`config.mk`:
```
export PLATFORM = sky130hd
export DESIGN_NAME = clock_edge_monitor_flat
export DESIGN_NICKNAME = d
export VERILOG_FILES = /design/src/rtl/clock_edge_monitor_pkg.sv /design/src/rtl/clock_edge_monitor_if.sv /design/src/rtl/clock_edge_monitor_sync_edge_detect.sv /design/src/rtl/clock_edge_monitor.sv /design/src/flat_wrapper.sv
export SDC_FILE = /design/constraint.sdc
export NUM_CORES = 1
export LEC_CHECK = 0
export CORE_MARGIN = 3
export CORE_UTILIZATION = 35
export DETAILED_ROUTE_END_ITERATION = 8
export RECOVER_POWER = 50
export SLEW_MARGIN = 20
export SYNTH_ARGS = -nofsm -noshare
export SYNTH_HDL_FRONTEND = slang
export SYNTH_SLANG_ARGS = --single-unit
```
`constraint.sdc`:
```
create_clock -name clk -period 3.1 [get_ports clk]
set_input_delay 0.62 -clock clk [delete_from_list [all_inputs] [get_ports clk]]
set_output_delay 0.62 -clock clk [all_outputs]
set_load 0.02 [all_outputs]
```
`src/rtl/clock_edge_monitor_pkg.sv`:
```
// ---------------------------------------------------------------------------
// clock_edge_monitor_pkg
// Shared definitions for the slow-clock edge monitor:
//   state_e    - monitor FSM encodings (2 bits)
//   ZeroWord   - all-zero 32-bit word
//   CNT_MAX    - saturation value of the edge-to-edge counter
//   window_match() - inclusive tolerance-window compare done in 33 bits
// ---------------------------------------------------------------------------
package clock_edge_monitor_pkg;

  typedef enum logic [1:0] {
    ST_IDLE    = 2'd0,
    ST_ACQUIRE = 2'd1,
    ST_LOCKED  = 2'd2,
    ST_LOST    = 2'd3
  } state_e;

  localparam logic [31:0] ZeroWord = 32'h0000_0000;
  localparam logic [31:0] CNT_MAX  = 32'hFFFF_FFFF;

  // True when val lies in [centre-tol, centre+tol]. The arithmetic is widened
  // to 33 bits so centre+tol cannot wrap, and the lower bound clamps at zero
  // when tol exceeds centre.
  function automatic logic window_match(input logic [31:0] val,
                                        input logic [31:0] centre,
                                        input logic [31:0] tol);
    logic [32:0] v_w;
    logic [32:0] lo_w;
    logic [32:0] hi_w;
    v_w  = {1'b0, val};
    hi_w = {1'b0, centre} + {1'b0, tol};
    if (tol > centre) begin
      lo_w = 33'd0;
    end else begin
      lo_w = {1'b0, centre} - {1'b0, tol};
    end
    return (v_w >= lo_w) && (v_w <= hi_w);
  endfunction

endpackage

```
`src/rtl/clock_edge_monitor_if.sv`:
```
// ---------------------------------------------------------------------------
// clock_edge_monitor_if
// Bundles the monitor's functional signals.
//   clk_in, en               : driven by the master (source side)
//   step, edge_any           : 1-cycle strobes from the monitor
//   half_period, locked,
//   lost, err_cnt            : measurement and status from the monitor
// The monitor itself connects through the slave modport.
// ---------------------------------------------------------------------------
interface clock_edge_monitor_if;
  logic        clk_in;
  logic        en;
  logic        step;
  logic        edge_any;
  logic [31:0] half_period;
  logic        locked;
  logic        lost;
  logic [7:0]  err_cnt;

  modport master (
    output clk_in, en,
    input  step, edge_any, half_period, locked, lost, err_cnt
  );

  modport slave (
    input  clk_in, en,
    output step, edge_any, half_period, locked, lost, err_cnt
  );
endinterface

```
`src/rtl/clock_edge_monitor_sync_edge_detect.sv`:
```
// ---------------------------------------------------------------------------
// sync_edge_detect
// Brings an asynchronous level into the clk domain through SYNC_STAGES flops,
// keeps one 'prev' flop behind the chain, and emits registered 1-cycle strobes.
// A transition first sampled at clk edge k shows on the strobes for exactly the
// cycle following edge k+SYNC_STAGES.
// Ports:
//   clk, rst   - system clock, asynchronous active-high reset
//   d_in       - asynchronous input level
//   rise, fall - registered strobe per rising / falling transition
//   toggle     - registered strobe per either transition
// ---------------------------------------------------------------------------
module sync_edge_detect #(
  parameter int unsigned SYNC_STAGES = 2
) (
  input  logic clk,
  input  logic rst,
  input  logic d_in,
  output logic rise,
  output logic fall,
  output logic toggle
);

  logic [SYNC_STAGES-1:0] sync_q;
  logic [SYNC_STAGES-1:0] sync_d;
  logic                   prev_q;
  logic                   prev_d;
  logic                   rise_q;
  logic                   rise_d;
  logic                   fall_q;
  logic                   fall_d;
  logic                   toggle_q;
  logic                   toggle_d;

  // Next-state for the synchronizer chain, prev flop and strobe registers.
  always_comb begin
    sync_d   = {sync_q[SYNC_STAGES-2:0], d_in};
    prev_d   = sync_q[SYNC_STAGES-1];
    rise_d   = sync_q[SYNC_STAGES-1] & ~prev_q;
    fall_d   = ~sync_q[SYNC_STAGES-1] & prev_q;
    toggle_d = sync_q[SYNC_STAGES-1] ^ prev_q;
  end

  // Synchronizer, prev and strobe flops.
  always_ff @(posedge clk or posedge rst) begin
    if (rst) begin
      sync_q   <= '0;
      prev_q   <= 1'b0;
      rise_q   <= 1'b0;
      fall_q   <= 1'b0;
      toggle_q <= 1'b0;
    end else begin
      sync_q   <= sync_d;
      prev_q   <= prev_d;
      rise_q   <= rise_d;
      fall_q   <= fall_d;
      toggle_q <= toggle_d;
    end
  end

  assign rise   = rise_q;
  assign fall   = fall_q;
  assign toggle = toggle_q;

endmodule

```
`src/rtl/clock_edge_monitor.sv`:
```
// ---------------------------------------------------------------------------
// clock_edge_monitor
// Receive-side monitor for a slow clock: synchronizes clk_in, emits edge
// strobes, measures edge-to-edge distance in clk cycles, and tracks lock
// against EXP_HALF +/- TOL.
// Ports:
//   clk      - system clock
//   rst      - asynchronous active-high reset
//   mon      - slave modport: clk_in/en in; step, edge_any, half_period,
//              locked, lost, err_cnt out (all registered)
// ---------------------------------------------------------------------------
module clock_edge_monitor
  import clock_edge_monitor_pkg::*;
#(
  parameter logic [31:0] EXP_HALF    = 32'd25_000_000,
  parameter logic [31:0] TOL         = 32'd1024,
  parameter int unsigned LOCK_COUNT  = 4,
  parameter int unsigned SYNC_STAGES = 2
) (
  input  logic                  clk,
  input  logic                  rst,
  clock_edge_monitor_if.slave   mon
);

  // Upper window bound, also the loss threshold (no wrap in 33 bits).
  localparam logic [32:0] HI_BOUND = {1'b0, EXP_HALF} + {1'b0, TOL};
  localparam logic [3:0]  LOCK_TGT = LOCK_COUNT[3:0];

  logic        rise_s;
  logic        fall_s;
  logic        toggle_s;
  logic        edge_s;
  logic        match_s;
  logic        timeout_s;

  state_e      state_q,       state_d;
  logic [31:0] cnt_q,         cnt_d;
  logic [3:0]  good_q,        good_d;
  logic        start_q,       start_d;
  logic [31:0] half_period_q, half_period_d;
  logic        locked_q,      locked_d;
  logic        lost_q,        lost_d;
  logic [7:0]  err_cnt_q,     err_cnt_d;

  sync_edge_detect #(
    .SYNC_STAGES(SYNC_STAGES)
  ) u_sync (
    .clk    (clk),
    .rst    (rst),
    .d_in   (mon.clk_in),
    .rise   (rise_s),
    .fall   (fall_s),
    .toggle (toggle_s)
  );

  // The measurement event is either directional strobe; this equals toggle_s,
  // which drives edge_any.
  assign edge_s    = rise_s | fall_s;
  assign match_s   = window_match(cnt_q, EXP_HALF, TOL);
  assign timeout_s = ({1'b0, cnt_q} > HI_BOUND);

  // Edge-to-edge counter, measurement and lock FSM next-state logic.
  always_comb begin
    state_d       = state_q;
    good_d        = good_q;
    start_d       = start_q;
    half_period_d = half_period_q;
    locked_d      = locked_q;
    lost_d        = lost_q;
    err_cnt_d     = err_cnt_q;

    // Counter restarts at 1 on an edge so cnt equals the edge spacing at the
    // next edge; it saturates rather than wraps when clk_in stops.
    if (edge_s) begin
      cnt_d = 32'd1;
    end else if (cnt_q == CNT_MAX) begin
      cnt_d = cnt_q;
    end else begin
      cnt_d = cnt_q + 32'd1;
    end

    if (!mon.en) begin
      state_d  = ST_IDLE;
      good_d   = 4'd0;
      start_d  = 1'b0;
      locked_d = 1'b0;
      lost_d   = 1'b0;
    end else begin
      case (state_q)
        ST_IDLE: begin
          state_d = ST_ACQUIRE;
          start_d = 1'b0;
          good_d  = 4'd0;
        end

        ST_ACQUIRE: begin
          if (edge_s) begin
            if (start_q) begin
              half_period_d = cnt_q;
              if (match_s) begin
                good_d = good_q + 4'd1;
                if ((good_q + 4'd1) == LOCK_TGT) begin
                  state_d  = ST_LOCKED;
                  locked_d = 1'b1;
                end else begin
                  state_d = ST_ACQUIRE;
                end
              end else begin
                good_d = 4'd0;
              end
            end else begin
              // First edge after entering ACQUIRE only opens the measurement.
              start_d = 1'b1;
            end
          end else if (timeout_s) begin
            state_d = ST_LOST;
            lost_d  = 1'b1;
            good_d  = 4'd0;
          end else begin
            state_d = ST_ACQUIRE;
          end
        end

        ST_LOCKED: begin
          // Edge has priority over the timeout when both land together.
          if (edge_s) begin
            half_period_d = cnt_q;
            if (!match_s) begin
              state_d  = ST_ACQUIRE;
              good_d   = 4'd0;
              locked_d = 1'b0;
              if (err_cnt_q == 8'hFF) begin
                err_cnt_d = err_cnt_q;
              end else begin
                err_cnt_d = err_cnt_q + 8'd1;
              end
            end else begin
              state_d = ST_LOCKED;
            end
          end else if (timeout_s) begin
            state_d  = ST_LOST;
            lost_d   = 1'b1;
            locked_d = 1'b0;
            good_d   = 4'd0;
          end else begin
            state_d = ST_LOCKED;
          end
        end

        ST_LOST: begin
          // The recovering edge becomes the start of the next measurement.
          if (edge_s) begin
            state_d = ST_ACQUIRE;
            lost_d  = 1'b0;
            start_d = 1'b1;
            good_d  = 4'd0;
          end else begin
            state_d = ST_LOST;
          end
        end

        default: begin
          state_d  = ST_IDLE;
          good_d   = 4'd0;
          start_d  = 1'b0;
          locked_d = 1'b0;
          lost_d   = 1'b0;
        end
      endcase
    end
  end

  // State, counter and registered status outputs.
  always_ff @(posedge clk or posedge rst) begin
    if (rst) begin
      state_q       <= ST_IDLE;
      cnt_q         <= ZeroWord;
      good_q        <= 4'd0;
      start_q       <= 1'b0;
      half_period_q <= ZeroWord;
      locked_q      <= 1'b0;
      lost_q        <= 1'b0;
      err_cnt_q     <= 8'd0;
    end else begin
      state_q       <= state_d;
      cnt_q         <= cnt_d;
      good_q        <= good_d;
      start_q       <= start_d;
      half_period_q <= half_period_d;
      locked_q      <= locked_d;
      lost_q        <= lost_d;
      err_cnt_q     <= err_cnt_d;
    end
  end

  assign mon.step        = rise_s;
  assign mon.edge_any    = toggle_s;
  assign mon.half_period = half_period_q;
  assign mon.locked      = locked_q;
  assign mon.lost        = lost_q;
  assign mon.err_cnt     = err_cnt_q;

endmodule
```
`src/flat_wrapper.sv`:
```
// flat-port wrapper written by rule: the top's interface ports become plain ports
module clock_edge_monitor_flat import clock_edge_monitor_pkg::*;
#(
  parameter logic [31:0] EXP_HALF    = 32'd25_000_000,
  parameter logic [31:0] TOL         = 32'd1024,
  parameter int unsigned LOCK_COUNT  = 4,
  parameter int unsigned SYNC_STAGES = 2
)
  (clk, rst, mon_clk_in, mon_en, mon_step, mon_edge_any, mon_half_period, mon_locked, mon_lost, mon_err_cnt);
  clock_edge_monitor_if mon_i ();
  input  logic clk;
  input  logic rst;
  input wire logic [$bits(mon_i.clk_in)-1:0] mon_clk_in;
  input wire logic [$bits(mon_i.en)-1:0] mon_en;
  output wire logic [$bits(mon_i.step)-1:0] mon_step;
  output wire logic [$bits(mon_i.edge_any)-1:0] mon_edge_any;
  output wire logic [$bits(mon_i.half_period)-1:0] mon_half_period;
  output wire logic [$bits(mon_i.locked)-1:0] mon_locked;
  output wire logic [$bits(mon_i.lost)-1:0] mon_lost;
  output wire logic [$bits(mon_i.err_cnt)-1:0] mon_err_cnt;
  assign mon_i.clk_in = mon_clk_in;
  assign mon_i.en = mon_en;
  assign mon_step = mon_i.step;
  assign mon_edge_any = mon_i.edge_any;
  assign mon_half_period = mon_i.half_period;
  assign mon_locked = mon_i.locked;
  assign mon_lost = mon_i.lost;
  assign mon_err_cnt = mon_i.err_cnt;
  clock_edge_monitor #(.EXP_HALF(EXP_HALF), .TOL(TOL), .LOCK_COUNT(LOCK_COUNT), .SYNC_STAGES(SYNC_STAGES)) u_core (.clk(clk), .rst(rst), .mon(mon_i));
endmodule
```
==> run_results.csv <==
group,metric,value,unit
sta,worstMarginPinSlew,1790,ps
die,start_util,0.365,
critical_path,max_stage_delay,610,ps
critical_path,crit_family,"simple AND/OR/NAND/NOR gates",
finish,area_growth,20.8,%
pwr,p_sw,0.589,mW
die,dieArea,0.0141,mm2
sta,hold_violations,0,
yosys,synth-seq-cells,87,
critical_path,cp_num_buf_inv,0,
outcome,violations,"capacitance limit, slew limit",
placement,dp_slack,329,ps
finish,fin_area,0.00539,mm2
min_path,hp-start,"u_core.u_sync.sync_q[0]$_DFF_PP0_",
sta,rsz0062_at_grt,"no",
clock_tree,clock-sinks,87,
sta,slew_violations,40,
critical_path,crit_type,"flop to flop",
pwr,swShare,0.250,
sta,fmax,357,MHz
yosys,netlist_area,0.00446,mm2
min_path,min_to,"u_core.u_sync.sync_q[1]$_DFF_PP0_",
yosys,synth.avg_cell_area,10.4,um2
pwr,cellLeakagePower,2.35,nW
pwr,internal_power,1.77,mW
yosys,synth_edf_count,0,
yosys,ys_async_sr_fraction,1.00,
clock_tree,ctsResizeCount,0,
route,vias,3464,
clock_tree,clk_latency,340,ps
clock_tree,root_buffer,"clkbuf_16",
critical_path,reg2reg_depth,6,
pwr,clkPwrFrac,0.419,
placement,gp_congestion,0.856,
critical_path,worstPathMaxFanout,7,
yosys,seq_area_frac_synth,0.488,
critical_path,rrSetupSlack,300,ps
global_route,gr-total-overflow,0,
route,drt_iter0_drc,184,
route,ant_nets,0,
die,die_w,119,um
sta,clock_skew,7.48,ps
global_route,track_usage,0.154,
min_path,whs_path_depth,0,
pwr,pwr-share-comb,0.076,
placement,detailed_place.area,0.00512,mm2
route,drt_drc_violations_left,0,
critical_path,critPathSlowestCell,"nor4_1",
sta,finalSetupViolations,0,
die,pin_count,48,
sta,fin_crit_sh,0.904,
finish,nNetsFinal,489,
global_route,grt_start_max_net_pins,41,
route,via_per_inst,5.35,
outcome,status,"complete, but fails checks",
finish,drive_above_1_share,0.148,
pwr,powerDensity,437,mW/mm2
yosys,syn_nets,442,
yosys,synth-main-ff-cell,"dfrtp_1",
job,maxCapViolations,1,
global_route,grt_pass1_wl,17700,um
yosys,synth.yosys.warnings,0,
min_path,hold_class,"flop to flop",
sta,min_period,2800,ps
clock_tree,clkTransAtPathRegs,60,ps
yosys,yosys.cell_types.count,58,
pwr,power_frac_seq,0.505,
clock_tree,numCtsBuffers,9,
critical_path,critPathCaptureType,"flop",
clock_tree,cts_tree,"built",
critical_path,crit_required,3380,ps
sta,timing.slew.headroom,-0.198,
sta,worst_slack,299,ps
global_route,antenna_found_initial,0,
finish,antenna_cells,0,
route,routedWlPerCell,16.0,um
critical_path,cp_cell_sequence,"nor4_1, nand4_1, nor4_1, a22oi_1, o311ai_2, mux2_2",
sta,hold_ws,355,ps
die,core_area,0.0122,mm2
pwr,ir_drop,193,uV
global_route,grt_pass1_vias,3475,
clock_tree,clock_path_buffers,2,
critical_path,cpMostUsedCell,"nor4_1",
finish,fin_util,0.441,
critical_path,arrival,3080,ps
critical_path,regToRegStartpoint,"u_core.cnt_q[28]$_DFFE_PP0P_",
die,dieHeight,119,um
critical_path,startpoint_type,"flop",
critical_path,r2r-end,"u_core.good_q[0]$_DFFE_PP0P_",
clock_tree,cts_hold_buffers,0,
yosys,synthCells,427,
route,wl,10400,um
die,core.rowCount,40,
placement,portBuffers,47,
clock_tree,htreeDepth,3,
route,drtPass1Iterations,4,
clock_tree,post_cts_buffers,0,
placement,hpwl,7300,um
sta,setup_tns,0,ps
==> cell families after synthesis <==
family	count (synthesis)	synth area share
AND/OR/NAND/NOR	166	0.197
AO/OA/AOI/OAI	68	0.111
buffers and inverters	33	0.0306
adder cells (fa/ha/maj)	11	0.0309
XOR/XNOR	24	0.0471
flip-flops	87	0.488
multiplexers	38	0.0948
==> stage by stage <==
step                total power [mW]  std cells
floorplan                       1.32        427
global route                    2.45        647
detailed placement              1.39        631
global placement                1.39        631
CTS                             2.38        647
finish                          2.36        647
==> cell type report <==
cell class,instances,area (um2)
clock buffer,10,229
clock inverter,6,37.5
timing repair buffer,53,524
sequential,87,2180
multi-input combinational,307,2150
inverter,16,61.3
fill,1200,6820
tap,168,210
==> Yosys cell counts (2+ instances only) <==
library cell | count | area share
clkbuf_1 | 12 | 0.010
and2_1 | 3 | 0.0042
or3_1 | 13 | 0.018
o21ai_0 | 11 | 0.012
xor2_1 | 2 | 0.0039
nand3_1 | 21 | 0.024
a211oi_1 | 7 | 0.012
and3_1 | 8 | 0.011
nand2b_1 | 2 | 0.0028
nand4_1 | 11 | 0.015
dfrtp_1 | 87 | 0.49
or2_2 | 5 | 0.0070
ha_1 | 11 | 0.031
o31ai_1 | 3 | 0.0051
nand2_1 | 32 | 0.027
xnor2_1 | 22 | 0.043
or4_1 | 4 | 0.0067
nor4_1 | 7 | 0.0098
a31oi_1 | 5 | 0.0070
o2111a_1 | 2 | 0.0051
mux2i_1 | 4 | 0.0090
mux2_2 | 34 | 0.086
a21oi_1 | 15 | 0.017
nor3_1 | 11 | 0.012
a2111oi_0 | 4 | 0.0079
a41o_1 | 2 | 0.0045
a211o_1 | 2 | 0.0039
inv_1 | 16 | 0.013
buf_2 | 4 | 0.0045
nor2_1 | 39 | 0.033
==> state kept, by name, summed over array words and instances, names as in the netlist <==
register                cells
u_core.cnt_q               32
u_core.u_sync.rise          1
u_core.u_sync.sync_q        2
u_core.mon.err_cnt          8
u_core.start_q              1
u_core.mon.locked           1
u_core.u_sync.toggle        1
u_core.mon.half_period     32
u_core.good_q               4
u_core.mon.lost             1
u_core.u_sync.prev_q        1
u_core.u_sync.fall          1
u_core.state_q              2
==> power by group through the flow <==
stage / combinational, mW / sequential, mW / clock, mW
6_report: 0.178 / 1.19 / 0.989
5_1_grt: 0.202 / 1.19 / 1.05
4_1_cts: 0.182 / 1.19 / 1.01
3_5_place_dp: 0.181 / 1.21 / 0
3_3_place_gp: 0.177 / 1.21 / 0
2_1_floorplan: 0.102 / 1.22 / 0
==> layout by cell type (no fill, tap or decap), drive strengths merged, types with 8 or more instances in the layout <==
master	count
inv	15
or3	14
dfrtp	87
clkdlybuf4s50	30
o21ai	11
nand3	21
dlygate4sd3	17
nand4	12
and3	9
nor4	8
a21oi	15
mux2	34
nand2	32
clkbuf	11
nor3	12
xnor2	22
ha	11
nor2	39
==> worst max path at each step <==
stage | start | to | cells past startpoint
finish | u_core.cnt_q[28]$_DFFE_PP0P_ | u_core.good_q[0]$_DFFE_PP0P_ | 6
global route | u_core.cnt_q[28]$_DFFE_PP0P_ | u_core.mon.err_cnt[1]$_DFFE_PP0P_ | 6
CTS | u_core.cnt_q[28]$_DFFE_PP0P_ | u_core.mon.err_cnt[1]$_DFFE_PP0P_ | 6
detailed placement | u_core.cnt_q[28]$_DFFE_PP0P_ | u_core.mon.err_cnt[1]$_DFFE_PP0P_ | 6
global placement | u_core.cnt_q[28]$_DFFE_PP0P_ | u_core.mon.err_cnt[1]$_DFFE_PP0P_ | 6
floorplan | rst | u_core.cnt_q[0]$_DFFE_PP0P_ | 1
==> worst reg2reg max path: stages (launching register included) <==
cell,delay [ps]
dfrtp_1,430
nor4_1,540
nand4_1,230
nor4_1,610
a22oi_1,260
o311ai_2,450
mux2_2,220
==> metal layers <==
layer / wire [um] / global-route usage
met5: 0 / 0
met4: 148 / 0.0637
met3: 450 / 0.0318
met2: 4780 / 0.228
met1: 4980 / 0.218
Note: power is estimated with default switching activity, not from simulation.
